### config.mk
export PLATFORM = sky130hd
export DESIGN_NAME = lock_controller
export DESIGN_NICKNAME = d
export VERILOG_FILES = /design/src/rtl/lock_controller.sv
export SDC_FILE = /design/constraint.sdc
export NUM_CORES = 1
export LEC_CHECK = 0
export CORE_MARGIN = 2
export CORE_UTILIZATION = 35
export CTS_BUF_LIST = sky130_fd_sc_hd__clkbuf_16
export CTS_CLUSTER_SIZE = 8
export DETAILED_ROUTE_END_ITERATION = 16
export GPL_ROUTABILITY_DRIVEN = 1
export PLACE_DENSITY_LB_ADDON = 0.2
export SLEW_MARGIN = 10
export SYNTH_ARGS = -nofsm -noshare
export SYNTH_HDL_FRONTEND = slang
export SYNTH_SLANG_ARGS = --single-unit
### constraint.sdc
create_clock -name clk -period 3.6 [get_ports clk]
set_input_delay 0.72 -clock clk [delete_from_list [all_inputs] [get_ports clk]]
set_output_delay 0.72 -clock clk [all_outputs]
set_load 0.05 [all_outputs]
### src/rtl/lock_controller.sv
// Digital lock sequencer: code entry, compare, fail counting, lockout and reprogramming.
// Optional AUTO_RELOCK_EN adds an idle relock timer in UNLOCKED; prog is the program pulse (program is reserved).
module lock_controller #(
  parameter logic [23:0] RESET_CODE     = 24'h001234,
  parameter logic [2:0]  RESET_LEN      = 3'd4,
  parameter logic [2:0]  MIN_LEN        = 3'd4,
  parameter int unsigned MAX_FAILS      = 3,
  parameter int unsigned LOCKOUT_CYCLES = 1000,
  parameter int unsigned UNLOCK_CYCLES  = 500
) (
  input  logic        clk,
  input  logic        rst,
  input  logic        key_valid,
  input  logic [3:0]  key,
  input  logic        enter,
  input  logic        prog,
  input  logic        lock_req,
  input  logic [23:0] newcode,
  input  logic [2:0]  length,
  output logic        shift,
  output logic        clear,
  output logic        unlocked,
  output logic        alarm,
  output logic        prog_err,
  output logic [2:0]  state
);

  typedef enum logic [2:0] {
    ST_LOCKED   = 3'd0,
    ST_ENTRY    = 3'd1,
    ST_SETTLE   = 3'd2,
    ST_CHECK    = 3'd3,
    ST_UNLOCKED = 3'd4,
    ST_PROG     = 3'd5,
    ST_PSETTLE  = 3'd6,
    ST_LOCKOUT  = 3'd7
  } state_t;

  localparam int unsigned FAIL_W = $clog2(MAX_FAILS + 1);
  localparam int unsigned LCK_W  = $clog2(LOCKOUT_CYCLES + 1);
  localparam logic [FAIL_W-1:0] FAILS_MAX = FAIL_W'(MAX_FAILS);
  localparam logic [LCK_W-1:0]  LCK_LAST  = LCK_W'(LOCKOUT_CYCLES - 1);

  function automatic logic code_match(input logic [23:0] a_code, input logic [2:0] a_len,
                                      input logic [23:0] b_code, input logic [2:0] b_len);
    return (a_len == b_len) && (a_code == b_code);
  endfunction

  state_t              state_r, state_s;
  logic [FAIL_W-1:0]   fails_r, fails_s, fails_inc_s;
  logic [LCK_W-1:0]    lock_cnt_r, lock_cnt_s;
  logic [23:0]         stored_code_r;
  logic [2:0]          stored_len_r;
  logic                store_s, shift_s, clear_s, prog_err_s, relock_s;
  logic                unlocked_r, alarm_r, prog_err_r;

`ifdef AUTO_RELOCK_EN
  localparam int unsigned REL_W = $clog2(UNLOCK_CYCLES + 1);
  localparam logic [REL_W-1:0] REL_LAST = REL_W'(UNLOCK_CYCLES - 1);
  logic [REL_W-1:0] relock_cnt_r, relock_cnt_s;

  // Idle timer: runs only while UNLOCKED, so every entry restarts it from zero.
  always_comb begin
    relock_cnt_s = '0;
    relock_s     = 1'b0;
    if (state_r == ST_UNLOCKED) begin
      if (relock_cnt_r == REL_LAST) begin
        relock_s = 1'b1;
      end else begin
        relock_cnt_s = relock_cnt_r + REL_W'(1);
      end
    end else begin
      relock_cnt_s = '0;
    end
  end

  // Relock timer register.
  always_ff @(posedge clk) begin
    if (rst) begin
      relock_cnt_r <= '0;
    end else begin
      relock_cnt_r <= relock_cnt_s;
    end
  end
`else
  logic relock_unused_s;
  assign relock_unused_s = (UNLOCK_CYCLES == 0);
  assign relock_s        = 1'b0;
`endif

  // Next-state, fail/lockout counters and the code-register strobes.
  always_comb begin
    state_s     = state_r;
    fails_s     = fails_r;
    lock_cnt_s  = '0;
    store_s     = 1'b0;
    shift_s     = 1'b0;
    clear_s     = 1'b0;
    prog_err_s  = 1'b0;
    if (fails_r < FAILS_MAX) begin
      fails_inc_s = fails_r + FAIL_W'(1);
    end else begin
      fails_inc_s = fails_r;
    end
    case (state_r)
      ST_LOCKED: begin
        if (key_valid) begin
          clear_s = 1'b1;
          state_s = ST_ENTRY;
        end else begin
          state_s = ST_LOCKED;
        end
      end
      ST_ENTRY, ST_PROG: begin
        if (key_valid && (length < 3'd6)) begin
          shift_s = 1'b1;
        end else begin
          shift_s = 1'b0;
        end
        if (enter) begin
          state_s = (state_r == ST_ENTRY) ? ST_SETTLE : ST_PSETTLE;
        end else begin
          state_s = state_r;
        end
      end
      ST_SETTLE: state_s = ST_CHECK;
      ST_CHECK: begin
        clear_s = 1'b1;
        if (code_match(newcode, length, stored_code_r, stored_len_r)) begin
          fails_s = '0;
          state_s = ST_UNLOCKED;
        end else if (fails_inc_s == FAILS_MAX) begin
          fails_s = fails_inc_s;
          state_s = ST_LOCKOUT;
        end else begin
          fails_s = fails_inc_s;
          state_s = ST_LOCKED;
        end
      end
      ST_UNLOCKED: begin
        if (lock_req) begin
          state_s = ST_LOCKED;
        end else if (prog) begin
          clear_s = 1'b1;
          state_s = ST_PROG;
        end else if (relock_s) begin
          state_s = ST_LOCKED;
        end else begin
          state_s = ST_UNLOCKED;
        end
      end
      ST_PSETTLE: begin
        clear_s = 1'b1;
        if (length >= MIN_LEN) begin
          store_s = 1'b1;
          state_s = ST_LOCKED;
        end else begin
          prog_err_s = 1'b1;
          state_s    = ST_UNLOCKED;
        end
      end
      ST_LOCKOUT: begin
        if (lock_cnt_r == LCK_LAST) begin
          fails_s = '0;
          state_s = ST_LOCKED;
        end else begin
          lock_cnt_s = lock_cnt_r + LCK_W'(1);
        end
      end
      default: state_s = ST_LOCKED;
    endcase
  end

  // State, counters, stored password and registered status outputs.
  always_ff @(posedge clk) begin
    if (rst) begin
      state_r       <= ST_LOCKED;
      fails_r       <= '0;
      lock_cnt_r    <= '0;
      stored_code_r <= RESET_CODE;
      stored_len_r  <= RESET_LEN;
      unlocked_r    <= 1'b0;
      alarm_r       <= 1'b0;
      prog_err_r    <= 1'b0;
    end else begin
      state_r    <= state_s;
      fails_r    <= fails_s;
      lock_cnt_r <= lock_cnt_s;
      if (store_s) begin
        stored_code_r <= newcode;
        stored_len_r  <= length;
      end else begin
        stored_code_r <= stored_code_r;
        stored_len_r  <= stored_len_r;
      end
      unlocked_r <= (state_s == ST_UNLOCKED);
      alarm_r    <= (state_s == ST_LOCKOUT);
      prog_err_r <= prog_err_s;
    end
  end

  // shift/clear must act on the key in the same cycle, so they stay combinational.
  assign shift    = shift_s & ~rst;
  assign clear    = clear_s & ~rst;
  assign unlocked = unlocked_r;
  assign alarm    = alarm_r;
  assign prog_err = prog_err_r;
  assign state    = state_r;

endmodule

* Word-level counts from Yosys, hierarchy flattened
Index checks and enable logic that the tools add are counted.
** Operators by class
- Reduce and logical (&&, ||, !) cells :: 9
- Divide/modulo/power cells :: 0
- $lt $le $gt $ge :: 3
- $add $sub $neg :: 2
- Bitwise operators :: 5
- $mul :: 0
- Equality and inequality tests :: 14
- Multiplexer cells :: 23
- Shifts and indexed selects :: 0
** Operators with widths (number)
- $eq A24 B24 Y1 :: 1
- $mux W3 :: 7
- $pmux W3 S7 :: 1
- $eq A3 B3 Y1 const B :: 6
- $add A10 B1 Y10 const B :: 1
- $eq A10 B10 Y1 const B :: 1
- $mux W1 :: 10
- $eq A3 B2 Y1 const B :: 2
- $mux W2 :: 3
- $reduce_or A2 Y1 :: 3
- $pmux W2 S2 :: 1
- $eq A3 B1 Y1 const B :: 1
- $eq A3 B3 Y1 :: 1
- $ge A3 B3 Y1 const B :: 1
- $logic_not A3 Y1 :: 1
- $lt A3 B3 Y1 const B :: 1
- $not A1 Y1 :: 3
- $pmux W1 S3 :: 1
- $reduce_or A3 Y1 :: 1
- $add A2 B1 Y2 const B :: 1
- $and A1 B1 Y1 :: 2
- $eq A2 B2 Y1 const B :: 1
- $logic_and A1 B1 Y1 :: 2
- $lt A2 B2 Y1 const B :: 1
- 3 further kinds :: 3
** Word-level totals
- Bits of input ports :: 37
- Output and inout port bits :: 8
- Memories :: 0
- Word-level logic and storage cells :: 64
- Flip-flop bits (word level) :: 45
- Latch bits :: 0
- Memory bits (read-only) :: 0
- RAM bits :: 0

* Depth between registers and ports, before layout
Gate-level depths: netlist of the first run.
- Word-level depth :: 7
- Depth in mapped cells :: 7
- Mapped depth without buffers :: 6

* Worst setup path after synthesis of the first run
No wires, ideal clock.
- Path type :: register -> output
- Start :: reg state_r[0] (netlist: state[0])
- End :: out shift
- Stages on the path, launching flop included :: 4
- Buffers on the path :: 1
- Arrival time :: 3.484 ns
- Path slack :: -0.604 ns
- Cells stage by stage :: dfxtp_1 clkbuf_1 nand2b_1 a2111oi_0
** Between the ends
- Cells in the longest elaborated chain, start to end :: 4
- Elaborated cells between the ends (all ways) :: 5
- Classes of those cells :: eq/ne: 2; mux: 1; bitwise: 1; reduce/logical: 1
** RTL lines
- start, declared :: line 49 : state_t state_r, state_s;
- start signal, assigned :: line 186 : state_r <= state_s;
- $eq A3 B1 Y1 or $eq A3 B3 Y1 (tied branches) :: line 105 : case (state_r)
- $reduce_or A2 Y1 * :: line 105
- $mux W1 * :: line 105
- $and A1 B1 Y1 * :: line 203 : assign shift = shift_s & ~rst;
- end, declared :: line 20 : output logic shift,
Every way passes the cells marked *; elsewhere a longest branch is shown, timed or not.

* Worst setup path after layout of the first run
- Start :: in rst
- End :: out shift
** Between the ends
- Cells in the longest elaborated chain, start to end :: 2
** RTL lines
- start, declared :: line 12 : input logic rst,
- $not A1 Y1 :: line 203
- $and A1 B1 Y1 :: line 203
No other way between the ends.

==> impl_metrics.csv, run 1 <==
group,metric,value,unit
setup_path,critPathLaunch,"rst",
synthesis,syn_nets,291,
floorplanning,initial_core_util,0.357,
cells_and_area,fill_cells,571,
floorplanning,die_area,6570,um2
synthesis,synth_top_cell_area_share,0.434,
floorplanning,core.rowCount,28,
route,ant_nets,0,
route,drtPass1Iterations,4,
global_routing,first_global_vias,1580,
cts,htreeDepth,2,
placement,place.port_buffers,40,
timing,rsz0062_at_grt,"no",
synthesis,synth_top_family_by_area,"simple AND/OR/NAND/NOR gates",
status,status,"finished, final reports clean",
setup_path,rrSetupSlack,1.50,ns
cts,cts_tree,"done",
timing,tns,0,ns
placement,dpl.hpwl,3.04,mm
cells_and_area,area_growth,30.1,%
synthesis,synth_cell_type_count,36,
floorplanning,die_h,81.0,um
route,num_vias,1763,
global_routing,grt_pass1_wl,7.15,mm
synthesis,yosysTopAreaCell,"dfxtp_1",
cells_and_area,diodes,0,
timing,finalCritPeriodShare,0.821,
cells_and_area,drive_gt1_frac,0.0447,
floorplanning,ios,45,
synthesis,syn_area,2080,um2
cts,cts_hold_buf,0,
timing,max_freq,338,MHz
timing,fin_skew,0.00421,ns
cells_and_area,ff_latch_area,901,um2
timing,hold_violations,0,
synthesis,synthCells,253,
cts,insertion_delay,0.28,ns
synthesis,async_flop_share,0,
global_routing,overflow,0,
setup_path,worstSetupEndpointType,"primary output",
job,maxCapViolCount,0,
route,drc,0,
pwr,totalPowerFinal,1020,uW
synthesis,avgSynthCellArea,8.21,um2
synthesis,synth_seq_cells,45,
synthesis,ys.warnings.count,0,
route,routedWlPerCell,12.0,um
synthesis,synthAdderAreaFrac,0.00602,
route,via_per_inst,4.82,
global_routing,grt_start_max_net_pins,29,
setup_path,regToRegEndpoint,"unlocked",
timing,slew_headroom,0.577,
cts,clockBufferDepth,2,
cells_and_area,fin_nets,328,
route,wirelength,4.39,mm
floorplanning,core,5820,um2
synthesis,synthMuxAreaShare,0.00482,
setup_path,endpoint,"shift",
pwr,p_leak,0.000946,uW
cts,cts.sinks,45,
route,drt_iter0_markers,74,
setup_path,crit_arrival,2.23,ns
synthesis,synth_edf_count,0,
cells_and_area,multi_input_area,1110,um2
timing,setup_viol,0,
timing,fin_ws,0.645,ns
cts,post_cts_buffers,0,
synthesis,yosys.area_share.simple,0.260,
cts,ctsResizeCount,0,
timing,worst_pin_slew,0.633,ns
setup_path,crit_path_start_kind,"input pin",
setup_path,cp.required,2.88,ns
cells_and_area,fin_util,0.465,
pwr,p_per_area,378,nW/um2
cts,path_clk_slew,0.06,ns
synthesis,synth_compound_area_frac,0.123,
synthesis,yosysSeqAreaShare,0.434,
setup_path,path_class,"in2out",
timing,slew_viol_final,0,
setup_path,rr_worst_depth,5,
timing,period_needed,2.95,ns
cts,cts_made_buffers,5,
setup_path,rr_startpoint,"state[1]",
setup_path,crit_fanout,11,
synthesis,synth.area.top_cells,"dfxtp_1 (43%), nand2_1 (10%), xor2_1 (8.0%), a21oi_1 (6.3%), xnor2_1 (5.9%)",
global_routing,grt_usage,0.143,
pwr,vdd_drop_max,0.221,mV
hold_path,hp-class,"reg2reg",
floorplanning,die_width,81.0,um
cts,ctsRootBufferMaster,"clkbuf_16",
global_routing,antenna_found_initial,0,
synthesis,synth-xor-area-share,0.139,
placement,gp_congestion,0.724,
placement,pre_cts_ws,0.636,ns
synthesis,ys.flop_type,"dfxtp_1",
## report_power, final
group / switching (uW) / leakage, uW / internal [uW]
sequential: 3.85 / 0.000363 / 499
clock: 176 / 0.0000687 / 251
combinational: 39.0 / 0.000514 / 51.3
total: 219 / 0.000946 / 801
## layout by cell type (no fill, tap or decap), types with 2 or more instances in the layout
cell,netlist,layout
nand4_1,4,4
nor3_1,2,2
o221ai_1,3,3
nand3b_1,6,6
dfxtp_1,45,45
nor2_1,11,11
buf_4,0,3
clkbuf_16,0,5
nor2b_1,3,3
nor4_1,4,4
buf_12,0,2
or3_1,5,5
nand3_1,7,7
inv_1,5,5
clkdlybuf4s50_1,0,38
a21oi_1,26,26
xor2_1,19,19
or4_1,2,2
clkinv_1,0,2
o21ai_0,5,5
and3_1,4,4
nand2b_1,2,2
nand2_1,58,58
xnor2_1,14,14
## synth_stat cells, types with 2 or more instances
cell,count
nand2_1,58
dfxtp_1,45
a21oi_1,26
xor2_1,19
xnor2_1,14
clkbuf_1,11
nor2_1,11
nand3_1,7
nand3b_1,6
inv_1,5
o21ai_0,5
or3_1,5
and3_1,4
nand4_1,4
nor4_1,4
nor2b_1,3
o221ai_1,3
buf_2,2
nand2b_1,2
nor3_1,2
or4_1,2
## per-stage QoR
stage	std cells	instance area, um2	hold WS [ns]
floorplan	253	2080	0.430
global placement	358	2560	0.443
detailed placement	358	2560	0.451
CTS	366	2700	0.462
global route	366	2700	0.482
finish	366	2700	0.460
## cell families (layout without fill, tap and decap cells)
group,count (synthesis),in the layout
XOR/XNOR,33,33
adder cells (fa/ha/maj),1,1
AO/OA/AOI/OAI,43,43
multiplexers,1,1
flip-flops,45,45
buffers and inverters,18,56
AND/OR/NAND/NOR,112,112
## registers in the layout, summed over array words and instances, names as in the netlist
| name | cells |
|---|---|
| lock_cnt_r | 10 |
| prog_err | 1 |
| unlocked | 1 |
| state | 3 |
| stored_code_r | 24 |
| stored_len_r | 3 |
| alarm | 1 |
| fails_r | 2 |
## final cells by class
cell class              instances  share of cell area
multi-input cells             190               0.410
flip-flops and latches         45               0.333
repair buffers                 43               0.164
clock buffers                   5              0.0463
well taps                      75              0.0347
inverters                       5             0.00695
clock inverters                 3             0.00463
## how the worst min path moves through the flow
| stage | slack (ns) | startpoint | cells past startpoint | end |
|---|---|---|---|---|
| after global routing | 0.48 | stored_code_r[23] | 2 | stored_code_r[23] |
| after floorplan | 0.43 | lock_cnt_r[0] | 1 | lock_cnt_r[0] |
| after detailed placement | 0.45 | lock_cnt_r[0] | 1 | lock_cnt_r[0] |
| after global placement | 0.44 | fails_r[0] | 2 | fails_r[0] |
| final | 0.46 | lock_cnt_r[0] | 1 | lock_cnt_r[0] |
| after CTS | 0.46 | fails_r[0] | 2 | fails_r[0] |
## critical path, cell delays in order
cell and delay (ns):
clkdlybuf4s50_1 0.63, a2111oi_1 0.67, buf_12 0.22
## metal layers
metal | routed length, um | track usage | vias up
li1 | - | - | 934
met1 | 2110 | 0.186 | 796
met2 | 1990 | 0.220 | 26
met3 | 225 | 0.0489 | 7
met4 | 62 | 0.0508 | 0
met5 | 0 | 0 | -
No activity file was read; power rests on OpenSTA's default activity.
==> run 2, diff against run 1 <==
==> constraint.sdc (replaced) <==
create_clock -name clk -period 2.9 [get_ports clk]
set_input_delay 0.58 -clock clk [delete_from_list [all_inputs] [get_ports clk]]
set_output_delay 0.58 -clock clk [all_outputs]
set_load 0.05 [all_outputs]
==> impl_metrics.csv, run 2 (synthesis gave the netlist of run 1 again) <==
group,metric,value,unit
status,status,"finished, final reports clean",
timing,setup_viol,0,
timing,period_needed,2.46,ns
timing,timing.hold.ws,0.459,ns
global_routing,grt_start_max_net_pins,37,
setup_path,crit_fanout,3,
timing,fin_ws,0.438,ns
cells_and_area,fin_nets,328,
cells_and_area,area_growth,31.7,%
cts,ctsRootBufferMaster,"clkbuf_16",
global_routing,grt_pass1_wl,7.10,mm
setup_path,crit_path_max_incr_delay,0.39,ns
setup_path,path_class,"in2out",
cells_and_area,final_cell_mix,"nand2_1 (58), dfxtp_1 (45), clkdlybuf4s50_1 (38)",
cts,cts_tree,"done",
timing,rsz0062_at_grt,"no",
setup_path,crit_path_start_kind,"input pin",
cts,htreeDepth,2,
floorplanning,initial_core_util,0.357,
timing,fin_skew,0.00688,ns
pwr,p_leak,0.000955,uW
route,drt_iter0_markers,65,
setup_path,cp.required,2.32,ns
floorplanning,die_width,81.0,um
setup_path,critPathSlowestCell,"clkdlybuf4s50_1",
cts,insertion_delay,0.28,ns
job,maxCapViolCount,0,
cells_and_area,largest_register_ffs,24,
route,num_vias,1785,
floorplanning,core.rowCount,28,
timing,finalCritPeriodShare,0.849,
placement,gp_congestion,0.724,
route,drtPass1Iterations,4,
placement,dpl.hpwl,3.05,mm
setup_path,rr_startpoint,"state[1]",
cells_and_area,reg_top3,"stored_code_r x24, lock_cnt_r x10",
route,via_per_inst,4.88,
floorplanning,die_area,6570,um2
floorplanning,ios,45,
global_routing,antenna_found_initial,0,
timing,slew_viol_final,0,
timing,hold_violations,0,
timing,worst_pin_slew,0.500,ns
route,drc,0,
cells_and_area,diodes,0,
global_routing,first_global_vias,1649,
floorplanning,die_h,81.0,um
cts,cts.sinks,45,
pwr,vdd_drop_max,0.321,mV
cts,post_cts_buffers,0,
floorplanning,core,5820,um2
cts,path_clk_slew,0.06,ns
setup_path,critPathLaunch,"lock_req",
hold_path,min-delay-start,"fails_r[0]",
route,wirelength,4.33,mm
timing,max_freq,406,MHz
cells_and_area,regMostFlops,"stored_code_r",
setup_path,crit_arrival,1.88,ns
cts,cts_made_buffers,5,
route,routedWlPerCell,11.8,um
hold_path,hp-class,"reg2reg",
cells_and_area,layout_commonest_cell,"nand2_1",
route,ant_nets,0,
cts,cts_hold_buf,0,
placement,pre_cts_ws,0.332,ns
global_routing,grt_usage,0.139,
setup_path,crit_chain,"clkdlybuf4s50_1 > inv_1 > nand3_1 > a211o_1 > a21oi_1 > buf_12",
cells_and_area,drive_gt1_frac,0.0515,
pwr,p_per_area,498,nW/um2
timing,tns,0,ns
timing,slew_headroom,0.664,
setup_path,worstSetupEndpointType,"primary output",
cts,clockBufferDepth,2,
global_routing,overflow,0,
placement,place.port_buffers,40,
cts,ctsResizeCount,0,
## run 2: cell type report
cell class	instances	area (um2)
clock inverters	3	41.3
well taps	75	93.8
inverters	5	18.8
clock buffers	5	125
flip-flops and latches	45	901
repair buffers	43	443
fillers	593	3080
multi-input cells	190	1110
## run 2: per-stage QoR
step | instance area [um2] | cells | power, uW | util
global placement | 2570 | 358 | 752 | 0.442
finish | 2740 | 366 | 1360 | 0.470
floorplan | 2080 | 253 | 681 | -
CTS | 2740 | 366 | 1390 | 0.470
global route | 2740 | 366 | 1420 | 0.470
detailed placement | 2570 | 358 | 752 | 0.442
## run 2: power by group
group          internal, uW  total (uW)  switching, uW
Clock                   403         625            223
Sequential              620         624           4.60
Combinational          63.8         113           48.9
## run 2: path summary, 6_finish.rpt
check	depth (start not counted)	to	slack, ns
setup / recovery	6	clear	0.44
hold / removal	2	fails_r[0]	0.46
setup reg to reg	5	unlocked	0.79
hold reg to reg	2	fails_r[0]	0.46
## run 2: metal layers
layer,wire length [um],GRT usage,vias up
met5,0,0,-
met4,72,0.0610,0
met3,172,0.0311,7
met2,2030,0.240,31
met1,2060,0.164,814
li1,-,-,933
## run 2: critical path: cells and delay by family
kind	cells	cell delay [ns]
buffers and inverters	3	0.63
AOI/OAI and AO/OA	2	0.59
and+or+nand+nor	1	0.07
==> run 3, diff against run 2 <==
==> constraint.sdc (replaced) <==
create_clock -name clk -period 2.09 [get_ports clk]
set_input_delay 0.418 -clock clk [delete_from_list [all_inputs] [get_ports clk]]
set_output_delay 0.418 -clock clk [all_outputs]
set_load 0.05 [all_outputs]
==> impl_metrics.csv, run 3 (synthesis gave the netlist of run 1 again) <==
group,metric,value,unit
placement,place.port_buffers,40,
timing,tns,0,ns
route,drc,0,
floorplanning,die_width,81.0,um
job,maxCapViolCount,0,
global_routing,overflow,0,
cells_and_area,fin_cells,376,
setup_path,crit_arrival,1.61,ns
setup_path,crit_fanout,8,
cells_and_area,fill_cells,581,
pwr,vdd_drop_max,0.327,mV
global_routing,grt_usage,0.147,
route,ant_nets,0,
hold_path,min-delay-start,"newcode[2]",
setup_path,path_class,"reg2out",
placement,dp.cells,368,
global_routing,first_global_vias,1597,
timing,slew_viol_final,0,
cts,cts_hold_buf,0,
cts,cts_tree,"done",
global_routing,antenna_found_initial,0,
timing,max_freq,493,MHz
setup_path,crit_chain,"buf_4 > clkdlybuf4s50_1",
hold_path,hold_end,"stored_code_r[2]",
route,drtPass1Iterations,4,
pwr,p_per_area,616,nW/um2
cts,clockBufferDepth,2,
setup_path,cp.required,1.67,ns
route,num_vias,1822,
floorplanning,die_h,81.0,um
setup_path,rr_worst_depth,5,
status,status,"finished, final reports clean",
floorplanning,core.rowCount,28,
cts,cts_made_buffers,5,
setup_path,critical_path_buf_inv_count,2,
timing,finalCritPeriodShare,0.970,
placement,dpl.hpwl,3.27,mm
setup_path,rrSetupSlack,0.16,ns
pwr,totalPowerFinal,1770,uW
placement,gp_congestion,0.708,
setup_path,crit_path_start_kind,"flop",
global_routing,grt_start_max_net_pins,27,
floorplanning,die_area,6570,um2
cells_and_area,fin_nets,339,
hold_path,min_path_cells,3,
floorplanning,core,5820,um2
setup_path,regToRegEndpoint,"unlocked",
timing,period_needed,2.03,ns
setup_path,worstSetupEndpointType,"primary output",
global_routing,grt_pass1_wl,7.58,mm
floorplanning,initial_core_util,0.357,
cells_and_area,area_growth,38.1,%
cells_and_area,drive_gt1_frac,0.103,
cells_and_area,reg_top3,"stored_code_r x24, lock_cnt_r x10",
cells_and_area,regMostFlops,"stored_code_r",
route,routedWlPerCell,12.3,um
route,via_per_inst,4.85,
timing,slew_headroom,0.668,
timing,rsz0062_at_grt,"no",
timing,setup_viol,0,
setup_path,crit_path_max_incr_delay,0.80,ns
timing,worst_pin_slew,0.496,ns
cells_and_area,largest_register_ffs,24,
setup_path,critPathTopFamily,"buffers and inverters",
hold_path,hp-class,"in2reg",
setup_path,rr_startpoint,"state[0]",
timing,timing.hold.ws,0.417,ns
timing,hold_violations,0,
cts,cts.sinks,45,
cells_and_area,layout_commonest_cell,"nand2_1",
pwr,p_leak,0.00108,uW
cells_and_area,final_cell_mix,"nand2_1 (58), dfxtp_1 (42), clkdlybuf4s50_1 (31)",
cts,htreeDepth,2,
route,drt_iter0_markers,92,
cells_and_area,diodes,0,
cts,insertion_delay,0.28,ns
setup_path,critPathSlowestCell,"clkdlybuf4s50_1",
cts,ctsRootBufferMaster,"clkbuf_16",
floorplanning,ios,45,
route,wirelength,4.61,mm
timing,fin_skew,0.00562,ns
cts,path_clk_slew,0.06,ns
[run 3: cell count changes in the layout (fill, tap and decap cells not counted), sizes merged]
| cell | before | now |
|---|---|---|
| clkinvlp | 1 | 0 |
| clkbuf | 5 | 6 |
| bufinv | 1 | 0 |
| buf | 5 | 15 |
| dlymetal6s2s | 0 | 7 |
| clkdlybuf4s50 | 38 | 31 |
| inv | 5 | 6 |
[run 3: layout make-up]
type	instances	area (um2)	area share
Clock buffer	5	125	0.0436
Tap cell	75	93.8	0.0327
Multi-Input combinational cell	190	1150	0.402
Inverter	5	18.8	0.00654
Sequential cell	45	905	0.315
Timing Repair Buffer	54	564	0.197
Clock inverter	2	7.51	0.00262
[run 3: worst max-delay path by stage]
stage / from / to / slack [ns] / depth (start not counted)
after global placement: newcode[2] / unlocked / -0.34 / 7
after detailed placement: newcode[2] / unlocked / -0.33 / 7
final: state[2] / state[2] / 0.06 / 2
after CTS: newcode[22] / unlocked / 0.008 / 7
after floorplan: state[0] / shift / 0.09 / 3
after global routing: state[2] / state[2] / 0.006 / 2
[run 3: worst min-delay path, cell delays in order]
cell	delay [ns]
dlymetal6s2s_1	0.12
nand2_1	0.06
nand3b_1	0.07
[run 3: metrics by stage]
stage / utilization / cell area, um2 / setup WS [ns]
floorplan: - / 2110 / 0.0948
global placement: 0.461 / 2680 / -0.345
detailed placement: 0.461 / 2680 / -0.328
CTS: 0.485 / 2820 / 0.00796
global route: 0.493 / 2870 / 0.00592
finish: 0.493 / 2870 / 0.0626
[run 3: what timing repair did]
action,in CTS,in global routing
resized for setup,1,11
pin swaps,2,9
gates cloned,0,0
endpoints found under the setup margin,1,5
buffers inserted,0,1
[run 3: power breakdown]
group,internal [uW],switching [uW]
clock,427,300
sequential,860,6.20
combinational,96.1,75.6
[run 3: per-layer routing]
metal  up-vias  track usage  routed length (um)
met5         -            0                   0
met3         5       0.0367                 192
met4         0       0.0458                  46
li1        952            -                   -
met2        30        0.234                2250
met1       835        0.196                2120
